--- config.mk ---
export PLATFORM = sky130hd
export DESIGN_NAME = hamming_enc_arbiter_flat
export DESIGN_NICKNAME = d
export VERILOG_FILES = /design/src/rtl/hamming_enc_arbiter_pkg.sv /design/src/rtl/hamming_enc_arbiter_if.sv /design/src/rtl/hamming_enc_arbiter_enc.sv /design/src/rtl/hamming_enc_arbiter.sv /design/src/flat_wrapper.sv
export SDC_FILE = /design/constraint.sdc
export NUM_CORES = 1
export LEC_CHECK = 0
export ABC_CLOCK_PERIOD_IN_PS = 3500
export CORE_MARGIN = 2
export CORE_UTILIZATION = 48
export CTS_CLUSTER_DIAMETER = 50
export DETAILED_ROUTE_END_ITERATION = 8
export MAX_ROUTING_LAYER = met4
export PLACE_DENSITY = 0.93
export REMOVE_ABC_BUFFERS = 1
export SLEW_MARGIN = 20
export SYNTH_ARGS = -nofsm -noshare
export SYNTH_HDL_FRONTEND = slang
export SYNTH_SLANG_ARGS = --single-unit
export TNS_END_PERCENT = 1
--- constraint.sdc ---
create_clock -name clk -period 3.5 [get_ports clk]
set_input_delay 0.35 -clock clk [delete_from_list [all_inputs] [get_ports clk]]
set_output_delay 0.35 -clock clk [all_outputs]
set_load 0.02 [all_outputs]
--- src/rtl/hamming_enc_arbiter_pkg.sv ---
// hamming_pkg: Hamming(7,4) widths, parity positions and encode function.
// HAMMING_SECDED_EN adds an eighth even-parity bit over the 7-bit codeword.
package hamming_pkg;
`ifdef HAMMING_SECDED_EN
  localparam int CW_W = 8;
`else
  localparam int CW_W = 7;
`endif
  localparam int P0_POS = 0;
  localparam int P1_POS = 1;
  localparam int P2_POS = 3;
  function automatic logic [6:0] enc7(input logic [3:0] d);
    logic [6:0] c;
    c = {d[3], d[2], d[1], 1'b0, d[0], 2'b00};
    c[P0_POS] = d[0] ^ d[1] ^ d[3];
    c[P1_POS] = d[0] ^ d[2] ^ d[3];
    c[P2_POS] = d[1] ^ d[2] ^ d[3];
    return c;
  endfunction
endpackage

--- src/rtl/hamming_enc_arbiter_if.sv ---
// hamming_enc_arbiter_if: requester and output-slot handshake bundle.
interface hamming_enc_arbiter_if #(parameter int N_REQ = 4);
  import hamming_pkg::*;
  localparam int SRC_W = N_REQ > 1 ? $clog2(N_REQ) : 1;
  logic [N_REQ-1:0] req_valid;
  logic [N_REQ-1:0] req_ready;
  logic [4*N_REQ-1:0] req_data;
  logic out_valid;
  logic out_ready;
  logic [CW_W-1:0] out_data;
  logic [SRC_W-1:0] out_src;
  modport master(output req_valid, req_data, out_ready, input req_ready, out_valid, out_data, out_src);
  modport slave(input req_valid, req_data, out_ready, output req_ready, out_valid, out_data, out_src);
endinterface

--- src/rtl/hamming_enc_arbiter_enc.sv ---
// hamming74_enc: combinational nibble encoder, optional overall parity bit (HAMMING_SECDED_EN).
module hamming74_enc
  import hamming_pkg::*;
(
  input  logic [3:0]      d,
  output logic [CW_W-1:0] cw
);
`ifdef HAMMING_SECDED_EN
  assign cw = {^enc7(d), enc7(d)};
`else
  assign cw = enc7(d);
`endif
endmodule

--- src/rtl/hamming_enc_arbiter.sv ---
// hamming_enc_arbiter: round-robin share of one Hamming encoder among N_REQ producers.
// Output width grows to 8 bits when HAMMING_SECDED_EN is defined.
module hamming_enc_arbiter
  import hamming_pkg::*;
#(
  parameter int N_REQ = 4,
  parameter int CNT_W = 16
) (
  input  logic             clk,
  input  logic             rst_n,
  input  logic             enable,
  hamming_enc_arbiter_if.slave bus,
  output logic             busy,
  output logic [CNT_W-1:0] cw_count
);
  localparam int SRC_W = N_REQ > 1 ? $clog2(N_REQ) : 1;
  logic [SRC_W-1:0] rr_ptr, g;
  logic found, load_ok, accept;
  logic [3:0] nib;
  logic [CW_W-1:0] cw;
  always_comb begin
    g = '0;
    found = 1'b0;
    for (int k = 0; k < N_REQ; k++) begin
      if (!found && bus.req_valid[(int'(rr_ptr) + k) % N_REQ]) begin
        g = SRC_W'((int'(rr_ptr) + k) % N_REQ);
        found = 1'b1;
      end
    end
  end
  // rst_n gating keeps any handshake from completing while reset is held
  assign load_ok = rst_n & enable & (!bus.out_valid | bus.out_ready);
  assign accept = load_ok & found;
  assign bus.req_ready = accept ? N_REQ'(1) << g : '0;
  assign nib = bus.req_data[{g, 2'b00} +: 4];
  assign busy = bus.out_valid;
  hamming74_enc u_enc (.d(nib), .cw(cw));
  always_ff @(posedge clk or negedge rst_n) begin
    if (!rst_n) begin
      bus.out_valid <= 1'b0;
      bus.out_data <= '0;
      bus.out_src <= '0;
      rr_ptr <= '0;
      cw_count <= '0;
    end else begin
      if (accept) begin
        bus.out_data <= cw;
        bus.out_src <= g;
        rr_ptr <= (int'(g) == N_REQ - 1) ? '0 : g + 1'b1;
        cw_count <= cw_count + {{(CNT_W-1){1'b0}}, ~&cw_count};
      end
      bus.out_valid <= accept | (bus.out_valid & !bus.out_ready);
    end
  end
endmodule

--- src/flat_wrapper.sv ---
// flat-port wrapper written by rule: the top's interface ports become plain ports
module hamming_enc_arbiter_flat import hamming_pkg::*;
#(
  parameter int N_REQ = 4,
  parameter int CNT_W = 16
)
  (clk, rst_n, enable, busy, cw_count, bus_req_valid, bus_req_data, bus_out_ready, bus_req_ready, bus_out_valid, bus_out_data, bus_out_src);
  hamming_enc_arbiter_if #(.N_REQ(N_REQ)) bus_i ();
  input  logic clk;
  input  logic rst_n;
  input  logic enable;
  output logic busy;
  output logic [CNT_W-1:0] cw_count;
  input wire logic [$bits(bus_i.req_valid)-1:0] bus_req_valid;
  input wire logic [$bits(bus_i.req_data)-1:0] bus_req_data;
  input wire logic [$bits(bus_i.out_ready)-1:0] bus_out_ready;
  output wire logic [$bits(bus_i.req_ready)-1:0] bus_req_ready;
  output wire logic [$bits(bus_i.out_valid)-1:0] bus_out_valid;
  output wire logic [$bits(bus_i.out_data)-1:0] bus_out_data;
  output wire logic [$bits(bus_i.out_src)-1:0] bus_out_src;
  assign bus_i.req_valid = bus_req_valid;
  assign bus_i.req_data = bus_req_data;
  assign bus_i.out_ready = bus_out_ready;
  assign bus_req_ready = bus_i.req_ready;
  assign bus_out_valid = bus_i.out_valid;
  assign bus_out_data = bus_i.out_data;
  assign bus_out_src = bus_i.out_src;
  hamming_enc_arbiter #(.N_REQ(N_REQ), .CNT_W(CNT_W)) u_core (.clk(clk), .rst_n(rst_n), .enable(enable), .bus(bus_i), .busy(busy), .cw_count(cw_count));
endmodule
==> results.py <==
metrics = {
    "yosys": {
        "synth_edf_count": 0,
        "synth_area_leaders": "dfrtp_1, nand2_1, mux2i_1, ha_1, xnor2_1",
        "ys.flop_type": "dfrtp_1",
        "netlist.area_leader.share_pct": 44.1,
        "syn_area_per_cell_um2": 10.4,
        "synth_area_um2": 1590,
        "ys_ff_latch": 28,
        "yosysSeqAreaShare_pct": 44.1,
        "synth-adder-area-share_pct": 5.51,
        "muxShareOfSynthArea_pct": 10.4,
        "synthXorXnorAreaFrac_pct": 12.0,
        "synth_top_family_by_area": "simple AND/OR/NAND/NOR gates",
        "synth.largest_area_cell": "dfrtp_1",
        "synth_compound_area_share_pct": 5.43,
        "synthCells": 153,
        "synthArstFlopShare_pct": 100,
        "yosys.area_share.simple_pct": 18.7,
        "synth_warnings": 0,
        "ys_types": 31,
    },
    "cts": {
        "cts_tree": "built",
        "post-cts-setup-buffer-count": 0,
        "numCtsBuffers": 3,
        "path_clk_slew_ns": 0.13,
        "ctsHoldBuffers": 0,
        "clk_path_buf_depth": 2,
        "h-tree-depth": 1,
        "cts-resized-gates": 0,
        "clock-root-buffer": "clkbuf_4",
        "cts_sinks": 28,
        "clk_latency_ns": 0.33,
    },
    "sta": {
        "tns_ns": 0,
        "rsz0062_at_grt": "false",
        "worst_slew_pin_slew_ns": 0.442,
        "holdWs_ns": 0.485,
        "final.setup.worst_slack_ns": 0.580,
        "hold_viol": 0,
        "worst_slew_margin_rel_pct": 70.3,
        "fin_crit_ns": 2.92,
        "fin_skew_ns": 0.00194,
        "max_freq_mhz": 342,
        "slew_viol_final": 0,
        "period_share_pct": 83.4,
        "setup_violations": 0,
    },
    "finish": {
        "fillers": 255,
        "drive_gt1_share_pct": 6.76,
        "fin_nets": 240,
        "antennaDiodeCount": 0,
        "layout_commonest_cell": "clkdlybuf4s50_1",
        "syn_to_final_growth_pct": 37.4,
        "final_cell_mix": "clkdlybuf4s50_1, nand2_1, dfrtp_1",
    },
    "die": {
        "core_um2": 3100,
        "initial_core_util_pct": 51.2,
        "num_io_pins": 55,
        "dieWidth_um": 61.6,
        "rows": 20,
        "dieArea_um2": 3790,
        "die_h_um": 61.6,
    },
    "power_and_ir_drop": {
        "p_per_area_nw_per_um2": 559,
        "total_power_mw": 1.22,
        "ir_drop_uv": 440,
        "power_leakage_nw": 0.999,
    },
    "run": {
        "maxCapViolations": 0,
    },
    "grt": {
        "grt_overflow": 0,
        "track_usage_pct": 21.1,
        "grt_max_degree": 30,
        "first_global_vias": 1256,
        "grt_pass1_wl_um": 5680,
        "antenna_found_initial": 0,
    },
    "placed_design": {
        "pre_cts_slack_ns": 0.662,
        "gp_congestion": 0.920,
        "dp_hpwl_um": 2620,
        "numPortBuffers": 54,
    },
    "critical_path": {
        "endpoint_kind": "output port",
        "worstSetupStartpointType": "flop",
        "required_ns": 3.15,
        "cp_data_arrival_time_ns": 2.57,
        "path_class": "reg2out",
        "critPathMaxFanout": 7,
    },
    "detailed_routing": {
        "drtPass1Iterations": 4,
        "drt-wirelength-per-cell_um": 13.5,
        "wl_um": 3400,
        "drt_iter0_markers": 71,
        "vias": 1312,
        "vias_per_cell": 5.23,
        "drtAntennaViolNets": 0,
        "drcViolationCount": 0,
    },
    "hold_path": {
        "hp-class": "in2async",
    },
    "outcome": {
        "outcome": "completed",
    },
}
-- where the power goes --
part           switching, mW  internal (mW)
combinational          0.281          0.321
clock                 0.0878         0.0405
sequential            0.0898          0.402
-- synthesized netlist by cell type, drive strengths merged, types with 2 or more instances --
cell type  number
nand4           8
clkbuf          3
ha              7
buf             2
xor2            6
inv             6
nand3           8
nand2b          2
mux2i          12
xnor3           2
xnor2           8
nor2            7
o21ai           4
dfrtp          28
nand2          28
mux2            3
nor3            4
and2            4
a21oi           5
-- worst max-delay path, cell delays in order, from the launching register on --
cell             delay [ns]
dfrtp_1                0.51
mux2i_1                0.23
o22ai_1                0.12
nor2_2                 0.39
inv_1                  0.13
ha_1                   0.21
and2_1                 0.13
clkdlybuf4s50_1        0.53
-- path summary, 6_finish.rpt --
path / from / endpoint / slack, ns / cells after the start
worst max-delay path: u_core.rr_ptr[1] / bus_req_ready[2] / 0.58 / 7
worst min-delay path: rst_n / u_core.bus.out_data[6] / 0.48 / 2
worst max register to register: u_core.rr_ptr[1] / u_core.bus.out_data[1] / 1.13 / 6
worst min register to register: u_core.bus.out_data[5] / u_core.bus.out_data[5] / 0.50 / 2
max in group asynchronous: rst_n / u_core.cw_count[4] / 2.75 / 2
min in group clk: u_core.bus.out_data[5] / u_core.bus.out_data[5] / 0.50 / 2
-- sequential cells by signal, indices dropped and copies added, names as in the netlist --
| register | cells |
|---|---|
| u_core.cw_count | 16 |
| u_core.bus.out_data | 7 |
| u_core.bus.out_src | 2 |
| u_core.rr_ptr | 2 |
| u_core.bus.out_valid | 1 |
-- stage by stage --
stage	utilization, %	area [um^2]	cells
finish	70.4	2180	251
global route	70.4	2180	251
CTS	70.4	2180	251
detailed placement	69.7	2160	248
global placement	69.7	2160	248
floorplan	-	1550	148
-- cell families after synthesis --
logic type / after synthesis
compound gates: 12
xor+xnor: 17
fa+ha+maj: 7
buf+inv: 11
flops: 28
mux: 15
simple gates: 63
-- layout make-up --
type	instances	area, um^2	area share (%)
Inverter	6	22.5	1.03
Multi-Input combinational cell	114	828	37.9
Clock buffer	3	22.5	1.03
Sequential cell	28	701	32.1
Timing Repair Buffer	56	556	25.4
Tap cell	44	55.1	2.52
-- layer usage --
metal,global-route usage (%),part of all wire (%),vias to the layer above,wire (um)
met5,-,0,-,0
met4,4.86,0.62,0,21
met3,4.62,5.5,5,186
met2,35.0,51,51,1730
met1,26.3,43,627,1470
li1,-,-,629,-
Note: power is estimated with default switching activity, not from simulation.
